$ cat src/rtl/load_issue_queue.sv
// Load issue queue: FIFO of load requests feeding one memory load port, one request in flight,
// responses tagged with the request ID and flagged on timeout.
module load_issue_queue #(
   parameter int DEPTH   = 4,
   parameter int ADDR_W  = 16,
   parameter int DATA_W  = 16,
   parameter int TAG_W   = 4,
   parameter int TIMEOUT = 128
) (
   input  logic              clk,
   input  logic              rst_n,
   input  logic              req_valid,
   output logic              req_ready,
   input  logic [ADDR_W-1:0] req_addr,
   input  logic [TAG_W-1:0]  req_tag,
   output logic              mem_load_enable,
   output logic [ADDR_W-1:0] mem_load_addr,
   input  logic              mem_load_ready,
   input  logic [DATA_W-1:0] mem_load_data,
   output logic              resp_valid,
   input  logic              resp_ready,
   output logic [DATA_W-1:0] resp_data,
   output logic [TAG_W-1:0]  resp_tag,
   output logic              resp_err,
   output logic              busy
);
   localparam int PTR_W = $clog2(DEPTH);
   localparam int CNT_W = PTR_W + 1;
   localparam int TMR_W = $clog2(TIMEOUT);

   localparam logic [1:0] IDLE  = 2'd0;
   localparam logic [1:0] ISSUE = 2'd1;
   localparam logic [1:0] WAIT  = 2'd2;
   localparam logic [1:0] RESP  = 2'd3;

   typedef struct packed {
      logic [ADDR_W-1:0] addr;
      logic [TAG_W-1:0]  tag;
   } loadReq_t;

   loadReq_t         fifoMem [DEPTH];
   logic [PTR_W-1:0] headPtr;
   logic [PTR_W-1:0] tailPtr;
   logic [CNT_W-1:0] count;
   logic [1:0]       state;
   logic [TMR_W-1:0] timer;
   logic [TAG_W-1:0] curTag;
   logic             push;
   logic             pop;

   assign req_ready = (count != CNT_W'(DEPTH));
   assign push      = req_valid && req_ready;
   assign pop       = (state == IDLE) && (count != '0);
   assign busy      = (state != IDLE) || (count != '0);

   // Storage needs no reset: entries are only read once count says they were written.
   always_ff @(posedge clk) begin
      if (push) fifoMem[tailPtr] <= '{addr: req_addr, tag: req_tag};
   end

   // Pointers wrap for free because DEPTH is a power of two.
   always_ff @(posedge clk or negedge rst_n) begin
      if (!rst_n) begin
         headPtr <= '0;
         tailPtr <= '0;
         count   <= '0;
      end else begin
         if (push) tailPtr <= tailPtr + PTR_W'(1);
         if (pop)  headPtr <= headPtr + PTR_W'(1);
         case ({push, pop})
            2'b10:   count <= count + CNT_W'(1);
            2'b01:   count <= count - CNT_W'(1);
            default: count <= count;
         endcase
      end
   end

   always_ff @(posedge clk or negedge rst_n) begin
      if (!rst_n) begin
         state           <= IDLE;
         timer           <= '0;
         curTag          <= '0;
         mem_load_enable <= 1'b0;
         mem_load_addr   <= '0;
         resp_valid      <= 1'b0;
         resp_data       <= '0;
         resp_tag        <= '0;
         resp_err        <= 1'b0;
      end else begin
         case (state)
            IDLE: begin
               if (pop) begin
                  mem_load_enable <= 1'b1;
                  mem_load_addr   <= fifoMem[headPtr].addr;
                  curTag          <= fifoMem[headPtr].tag;
                  timer           <= '0;
                  state           <= ISSUE;
               end
            end
            // Enable drops after one cycle so the memory never restarts its latency count.
            ISSUE: begin
               mem_load_enable <= 1'b0;
               state           <= WAIT;
            end
            WAIT: begin
               if (mem_load_ready) begin
                  resp_data  <= mem_load_data;
                  resp_tag   <= curTag;
                  resp_err   <= 1'b0;
                  resp_valid <= 1'b1;
                  state      <= RESP;
               end else if (timer == TMR_W'(TIMEOUT - 1)) begin
                  resp_data  <= '0;
                  resp_tag   <= curTag;
                  resp_err   <= 1'b1;
                  resp_valid <= 1'b1;
                  state      <= RESP;
               end else begin
                  timer <= timer + TMR_W'(1);
               end
            end
            RESP: begin
               if (resp_ready) begin
                  resp_valid <= 1'b0;
                  state      <= IDLE;
               end
            end
            default: state <= IDLE;
         endcase
      end
   end
endmodule

$ cat config.mk
export PLATFORM = sky130hd
export DESIGN_NAME = load_issue_queue
export DESIGN_NICKNAME = d
export VERILOG_FILES = /design/src/rtl/load_issue_queue.sv
export SDC_FILE = /design/constraint.sdc
export NUM_CORES = 1
export LEC_CHECK = 0
export CORE_MARGIN = 5
export CORE_UTILIZATION = 35
export DETAILED_ROUTE_END_ITERATION = 12
export DONT_BUFFER_PORTS = 1
export SYNTH_ARGS = -nofsm -noshare
export SYNTH_HDL_FRONTEND = slang
export SYNTH_SLANG_ARGS = --single-unit
$ cat constraint.sdc
create_clock -name clk -period 6.1 [get_ports clk]
set_input_delay 0.915 -clock clk [delete_from_list [all_inputs] [get_ports clk]]
set_output_delay 0.915 -clock clk [all_outputs]
set_load 0.01 [all_outputs]
==> flow_summary.json <==
{
  "status": "finished, final reports clean",
  "power_frac_clock_pct": 29.9,
  "path_cells": "o31ai_4 > inv_1 > ha_1 > inv_1 > fa_1 > xor2_1 > nor2_1 > xor2_1",
  "setup_viol": 0,
  "place_ws_ns": 2.85,
  "rsz0062_at_grt": "no",
  "layout_min_cycle_time_ns": 3.19,
  "cap_violations": 0,
  "post-dp-hpwl_mm": 6.20,
  "fin_setup_tns_ns": 0,
  "p_seq_share_pct": 46.3,
  "path_class": "flop to flop",
  "io_buffer_count": 0,
  "vias_per_cell": 4.83,
  "synth-edff-count": 80,
  "cts-hold-fix-buffers": 0,
  "synth-async-reset-ratio_pct": 42.4,
  "tritoncts": "yes",
  "syn2layout_area_growth_pct": 15.0,
  "design_area_um2": 6280,
  "grt_use_total_pct": 11.9,
  "synth-main-ff-cell": "edfxtp_1",
  "switching_share_pct": 32.8,
  "rows": 45,
  "gp_congestion": 0.725,
  "synthCells": 342,
  "grt_pass1_wl_mm": 16.1,
  "vias": 2781,
  "worst_slew_pin_slew_ns": 1.07,
  "antenna_found_initial": 0,
  "core_um2": 15300,
  "synth_top_cell_by_area": "edfxtp_1",
  "top_layer_used": "met4",
  "power_mw": 3.34,
  "cts_buffers": 17,
  "fin_crit_sh_pct": 52.4,
  "synth.top_cell.area_share_pct": 44.0,
  "p_int_mw": 2.25,
  "fin_hold_ws_ns": 0.190,
  "antenna_cells": 0,
  "start_kind": "flop",
  "insertion_delay_ns": 0.42,
  "grt_pass1_vias": 2874,
  "p_comb_share_pct": 23.8,
  "fin_ws_ns": 2.91,
  "endpoint_kind": "flop",
  "synth_nets": 394,
  "max-slew-margin-rel_pct": 28.7,
  "powerDensity_nw_per_um2": 532,
  "finalMaxSlewViolations": 0,
  "power_leakage_nw": 2.50,
  "h-tree-depth": 4,
  "hold_viol": 0,
  "utilization_pct": 41.1,
  "numClockSinks": 139,
  "dp.cells": 544,
  "cpPeakStageDelay_ns": 0.91,
  "postRouteAntennaNets": 0,
  "syn_area_per_cell_um2": 16.0,
  "post-cts-setup-buffers": 0,
  "clockRootBuffer": "clkbuf_16",
  "place_area_um2": 5700,
  "clk_pin_slew_ns": 0.06,
  "peakVddDrop_uv": 272,
  "start_util_pct": 35.8,
  "fin_skew_ns": 0.00909,
  "synth_commonest_cells": "edfxtp_1, nand2_1, dfrtp_1, mux4_2, a22o_1",
  "die_x_um": 135,
  "grt_max_degree": 60,
  "min_path_type": "primary input to asynchronous set/reset pin",
  "die_area_um2": 18200,
  "ioPinCount": 82,
  "power_switching_mw": 1.09,
  "netlist_area_um2": 5460,
  "ys_seq_area_share_pct": 71.0,
  "max_freq_mhz": 313,
  "drt_first_pass_iters": 5,
  "arrival_ns": 3.49,
  "drt-met1-wl_mm": 4.22,
  "nets": 404,
  "detail_route.wirelength_mm": 10.1,
  "route.detailed.drc": 0,
  "yosys_warnings": 0,
  "required_ns": 6.39,
  "wl_met3_mm": 1.11,
  "critPathSlowestCell": "o31ai_4",
  "gr-total-overflow": 0,
  "synth_seq_cells": 139,
  "synthTopCellsByArea": "edfxtp_1, dfrtp_1, mux4_2, nand2_1, a22o_1",
  "die_h_um": 135,
  "cp_max_fo": 23,
  "wl_met2_mm": 4.65,
  "routedWlPerCell_um": 17.6,
  "cts.path.max_buffers": 2,
  "cts_resized": 0,
  "drtIter0Drc": 150,
  "synth.most_common_cell": "edfxtp_1",
  "drive_gt1_share_pct": 17.5,
  "synth_cell_types": 40,
  "fin_cells": 576
}
==> critical path, delay by kind of cell, from the launching register on <==
kind,cells,cell delay [ns]
adder cells (fa/ha/maj),2,0.59
AO/OA/AOI/OAI,1,0.91
XOR/XNOR,2,0.28
buffers and inverters,2,0.77
AND/OR/NAND/NOR,1,0.06
flip-flops,1,0.44
==> final cells by class <==
class | instances | area, µm²
clock buffer | 18 | 429
tap | 211 | 264
sequential | 139 | 3880
clock inverter | 14 | 150
inverter | 11 | 41.3
fill | 1385 | 8980
timing repair buffer | 5 | 37.5
multi-input combinational | 178 | 1480
==> power by group through the flow <==
stage	registers, mW	clock network (mW)	logic, mW
2_1_floorplan	1.48	0	0.677
3_3_place_gp	1.57	0	0.797
3_5_place_dp	1.58	0	0.811
4_1_cts	1.56	1.02	0.820
5_1_grt	1.59	1.08	0.898
6_report	1.55	1.00	0.795
==> registers in the layout, summed over array words and instances (netlist names), 2 cells and up <==
signal	flops
tailPtr	2
curTag	4
timer	7
resp_data	16
fifoMem	80
mem_load_addr	16
state	2
headPtr	2
count	3
resp_tag	4
==> placed cells by master (no fill, tap or decap), types with 2 or more instances in the layout <==
cell	Yosys	routed
edfxtp_1	80	80
nand2_1	65	65
dfrtp_1	59	59
mux4_2	20	20
a22o_1	17	17
clkbuf_16	0	17
inv_1	11	11
ha_1	10	10
a21oi_1	9	9
nor2_1	9	9
and3_1	7	7
inv_6	0	6
buf_4	0	5
mux2_2	4	4
xnor2_1	4	4
nand3_1	3	3
inv_8	0	3
clkinv_4	0	3
and2_1	2	2
mux2_1	2	2
o21ai_0	2	2
a31oi_1	2	2
nand4b_1	2	2
a211o_1	2	2
xor2_1	2	2
==> worst paths after layout <==
kind                           start               end  slack (ns)  cells after the start
min                            rst_n          timer[4]        0.19                      0
min reg2reg                curTag[2]         curTag[2]        0.47                      2
max in group asynchronous      rst_n  mem_load_addr[7]        5.81                      0
min in group clk           curTag[2]         curTag[2]        0.47                      2
max reg2reg                 count[0]          count[2]        2.91                      8
max                         count[0]          count[2]        2.91                      8
==> cells by family (layout without fill, tap and decap cells) <==
family                   count (synthesis)  count (layout)  synth area share [%]
AO/OA/AOI/OAI                           41              41                  5.98
XOR/XNOR                                 6               6                 0.962
adder cells (fa/ha/maj)                 11              11                  2.66
buffers and inverters                   25              48                  2.09
flip-flops                             139             139                  71.0
multiplexers                            28              28                  9.94
AND/OR/NAND/NOR                         92              92                  7.33
==> metal layers <==
metal	GRT usage, %	vias up
met5	0	-
met4	4.58	0
met1	14.3	1366
met2	18.0	104
li1	-	1297
met3	6.45	14
Note: power is estimated with default switching activity, not from simulation.
==> patch 1, RTL diff (config.mk and constraints unchanged) <==
Change the parameter `DEPTH` from 4 to 8.
--- a/src/rtl/load_issue_queue.sv
+++ b/src/rtl/load_issue_queue.sv
@@ -3,3 +3,3 @@
 module load_issue_queue #(
-   parameter int DEPTH   = 4,
+   parameter int DEPTH   = 8,
    parameter int ADDR_W  = 16,
Check against the original RTL: not equivalent (a bounded check fails within 10 cycles, from zero or initial values and one cycle with rst_n low).
==> patch 1 against the original RTL <==
Design area increased by 60%. Sequential cell count increased by 83. Global-route usage decreased by 0.32 points. Worst setup slack improved by 0.33 ns. Power increased by 53%. Critical endpoint unchanged. Final cell count increased by 43%. Area after synthesis increased by 60%. Wire length increased by 63%. Largest power group unchanged. Highest routed layer unchanged.
==> patch 1: results (changes against the original RTL) <==
yosys-top-cells-count: "edfxtp_1, dfrtp_1, mux4_2"
fin_skew_ns: 0.009259  # +0.0001652 ns
pre_cts_ws_ns: 3.220  # +0.3735 ns
first_pass_iters: 5  # unchanged
synth_cell_types: 53  # +33%
drt_iter0_markers: 228  # +52%
worstSkewPairLatency_ns: 0.51  # +0.09 ns
synth_compound_area_frac: 0.04834  # -0.01147
synth-seq-area-share: 0.7265  # +0.01619
vdd_drop_max_v: 0.0002386  # -12%
syn_nets: 525  # +33%
n_clock_buffer: 28  # +10
critPathSlowestCell: "or4_4"
status: "finished, final reports clean"
htree_levels: 1  # -3
postCtsSetupBuffers: 0  # unchanged
portBuffers: 0  # unchanged
ctsResizeCount: 0  # unchanged
grt_pass1_wl_um: 25660  # +59%
synth_xor_area_frac: 0.009010  # -0.0006139
critPathMaxStageDelay_ns: 0.57  # -0.34 ns
cts_buffer_depth: 3  # +1
arrival_ns: 3.26  # -0.23 ns
relSlewSlack: 0.2384  # -0.04872
p_leak_nw: 3.589  # +43%
buffers: 10  # +5
num-fill-cells: 2161  # +56%
grt_pass1_vias: 4312  # +50%
cp_max_fo: 44  # +91%
grt_max_degree: 63  # +5.0%
pwr-share-clk: 0.322  # +0.023
synth_area_leaders: "edfxtp_1, dfrtp_1, mux4_2"
drive_above_1_share: 0.2335  # +0.05819
synth_edf_count: 160  # +100%
yosysWarnings: 0  # unchanged
antenna_found_initial: 0  # unchanged
multi_input_cells: 217  # +22%
pwr-share-seq: 0.439  # -0.024
ys.flop_type: "edfxtp_1"
clkCellAreaFrac: 0.09172  # -0.0005627
viasPerCell: 4.982  # +3.2%
synth_mux_area_frac: 0.1387  # +0.03928
crit_family: "simple AND/OR/NAND/NOR gates"
sh_seq_area: 0.6324  # +0.01446
cts_made_buffers: 23  # +6
inv_count: 10  # -1
dp_hpwl_um: 9857  # +59%
synth-adder-area-share: 0.01573  # -0.01085
routabilityCongestion: 0.7915  # +9.2%
wl_per_cell_um: 20.02  # +14%
p_int_w: 0.003635  # +62%
multi_input_area_um2: 2256  # +53%
grt_util_all_layers: 0.1158  # -0.003223
root_buffer: "clkbuf_16"
hold_path_class: "input port to async pin"
clock_sinks: 222  # +60%
nets: 536  # +33%
largestRegisters: "fifoMem: 160 flops, mem_load_addr: 16 flops, resp_data: 16 flops"
buffer_area_frac: 0.007467  # +0.001488
async_reset_ff_frac: 0.2793  # -0.1452
[patch 1: cell types whose count changed after synthesis, moves of 4 or more]
cell,delta
o21ai_0,+17
a21oi_1,-5
buf_4,+6
nor3_1,+4
mux4_2,+20
nand2_1,-32
mux2i_1,+22
edfxtp_1,+80
and3_1,-7
clkbuf_1,-4
[patch 1: final timing paths]
check	start	endpoint	slack, ns	cells after the start
worst max-delay path	count[1]$_DFFE_PN0P_	count[2]$_DFFE_PN0P_	3.24	10
worst min-delay path	rst_n	state[1]$_DFFE_PN0P_	0.09	0
worst max register to register	count[1]$_DFFE_PN0P_	count[2]$_DFFE_PN0P_	3.24	10
worst min register to register	curTag[2]$_DFFE_PN0P_	curTag[2]$_DFFE_PN0P_	0.49	2
max in group asynchronous	rst_n	headPtr[1]$_DFFE_PN0P_	5.92	0
min in group clk	mem_load_ready	timer[6]$_DFFE_PN0P_	0.49	1
[patch 1: layer usage]
| metal | global-route usage | up-vias | wire length (um) |
|---|---|---|---|
| met4 | 0.03070 | 0 | 353 |
| met2 | 0.1885 | 105 | 7933 |
| met5 | 0 | - | 0 |
| li1 | - | 1891 | - |
| met1 | 0.1498 | 2091 | 7016 |
| met3 | 0.03869 | 23 | 1213 |
[patch 1: through the flow]
| stage | cell area, um^2 | total power [W] | std cells | util | hold WS [ns] |
|---|---|---|---|---|---|
| 3_5_place_dp | 9131 | 0.003548 | 783 | 0.3733 | 0.4838 |
| 6_report | 10050 | 0.005125 | 825 | 0.4110 | 0.09149 |
| 4_1_cts | 10050 | 0.005216 | 825 | 0.4110 | 0.06731 |
| 5_1_grt | 10050 | 0.005421 | 825 | 0.4110 | 0.06562 |
| 2_1_floorplan | 8748 | 0.003235 | 473 | - | 0.4450 |
| 3_3_place_gp | 9131 | 0.003502 | 783 | 0.3733 | 0.4719 |
==> patch 2, RTL diff (same flow settings) <==
Made on the original files. Make the reset (`rst_n`) synchronous in 2 clocked blocks.
--- a/src/rtl/load_issue_queue.sv
+++ b/src/rtl/load_issue_queue.sv
@@ -61,3 +61,3 @@
    // Pointers wrap for free because DEPTH is a power of two.
-   always_ff @(posedge clk or negedge rst_n) begin
+   always_ff @(posedge clk) begin
       if (!rst_n) begin
@@ -77,3 +77,3 @@
 
-   always_ff @(posedge clk or negedge rst_n) begin
+   always_ff @(posedge clk) begin
       if (!rst_n) begin
Behaviour: differs if rst_n is asserted again (counterexample within 4 cycles, from zero or initial values and one cycle with rst_n low); with rst_n held inactive, the same outputs for 10 cycles.
==> patch 2 against the original RTL <==
Die area fell by 1.9%. First-iteration DRC count rose by 12%. Clock skew rose by 0.0042 ns. Power fell by 13%. Worst setup slack improved by 0.35 ns. Design area fell by 2.6%. Maximum frequency rose by 13%. Sequential cell count did not move. Wire length rose by 6.7%. Area after synthesis fell by 2.1%. Via count rose by 5.0%. Largest power group unchanged. Highest routed layer unchanged.
==> patch 2: results (changes against the original RTL) <==
status: "finished, final reports clean"
critPathMaxStageDelay_ns: 0.81  # -0.10 ns
async_reset_ff_frac: 0  # -0.4245
synth_mux_area_frac: 0.09172  # -0.007733
multi_input_cells: 203  # +14%
placed_area_um2: 5507  # -3.4%
met1_usage: 0.1374  # -0.005672
wl_met1_um: 4189  # -0.78%
largestRegisters: "fifoMem: 80 flops, mem_load_addr: 16 flops, resp_data: 16 flops"
wl_met2_um: 5324  # +15%
cp_max_fo: 25  # +8.7%
num-fill-cells: 1365  # -1.4%
vdd_drop_max_v: 0.0004319  # +59%
p_leak_nw: 2.096  # -16%
fin_area_um2: 6116  # -2.6%
synth_xor_area_frac: 0.008189  # -0.001435
relSlewSlack: 0.2422  # -0.04498
hold_path_class: "register to register"
fin_skew_ns: 0.01326  # +0.004168 ns
grt_max_degree: 37  # -38%
multi_input_area_share: 0.2668  # +0.03157
synth_area_leaders: "edfxtp_1, dfxtp_1, mux4_2"
synth_cell_types: 43  # +7.5%
nets: 428  # +5.9%
drt_iter0_markers: 168  # +12%
inv_count: 13  # +2
yosys-top-cells-count: "edfxtp_1, dfxtp_1, nand2_1"
final.setup.tns_ns: 0  # unchanged
dp_hpwl_um: 6999  # +13%
grt_pass1_vias: 3030  # +5.4%
grtUsageMet2: 0.2091  # +0.02899
first_pass_iters: 4  # -1
route.met3.wl_um: 1078  # -3.0%
clkCellAreaFrac: 0.09963  # +0.007345
buffer_area_frac: 0.001227  # -0.004752
grt_pass1_wl_um: 17130  # +6.4%
final-seq-area_um2: 3583  # -7.6%
syn_nets: 424  # +7.6%
switchingPower_w: 0.0008760  # -20%
drive_above_1_share: 0.1907  # +0.01538
buffers: 1  # -4
viasPerCell: 5.071  # +5.0%
pwr-share-clk: 0.365  # +0.066
synth-adder-area-share: 0.02948  # +0.002899
## patch 2: path summary, 6_finish.rpt
kind	startpoint	endpoint	slack, ns	depth (start not counted)
setup / recovery	count[2]$_SDFFE_PN0P_	count[2]$_SDFFE_PN0P_	3.26	8
hold / removal	curTag[3]$_SDFFE_PN0P_	resp_tag[3]$_SDFFE_PN0P_	0.46	2
setup reg to reg	count[2]$_SDFFE_PN0P_	count[2]$_SDFFE_PN0P_	3.26	8
hold reg to reg	curTag[3]$_SDFFE_PN0P_	resp_tag[3]$_SDFFE_PN0P_	0.46	2
## patch 2: per-stage QoR
stage                     power, W  worst slack, ns  hold slack (ns)    util  std cells
final                     0.002894            3.262           0.4596  0.4053        576
after CTS                 0.002938            3.156           0.4581  0.4053        576
after global routing      0.003056            3.025           0.4947  0.4053        576
after detailed placement  0.001875            3.193           0.4484  0.3649        544
after floorplan           0.001715            3.733           0.4366       -        371
after global placement    0.001849            3.351           0.4519  0.3649        544
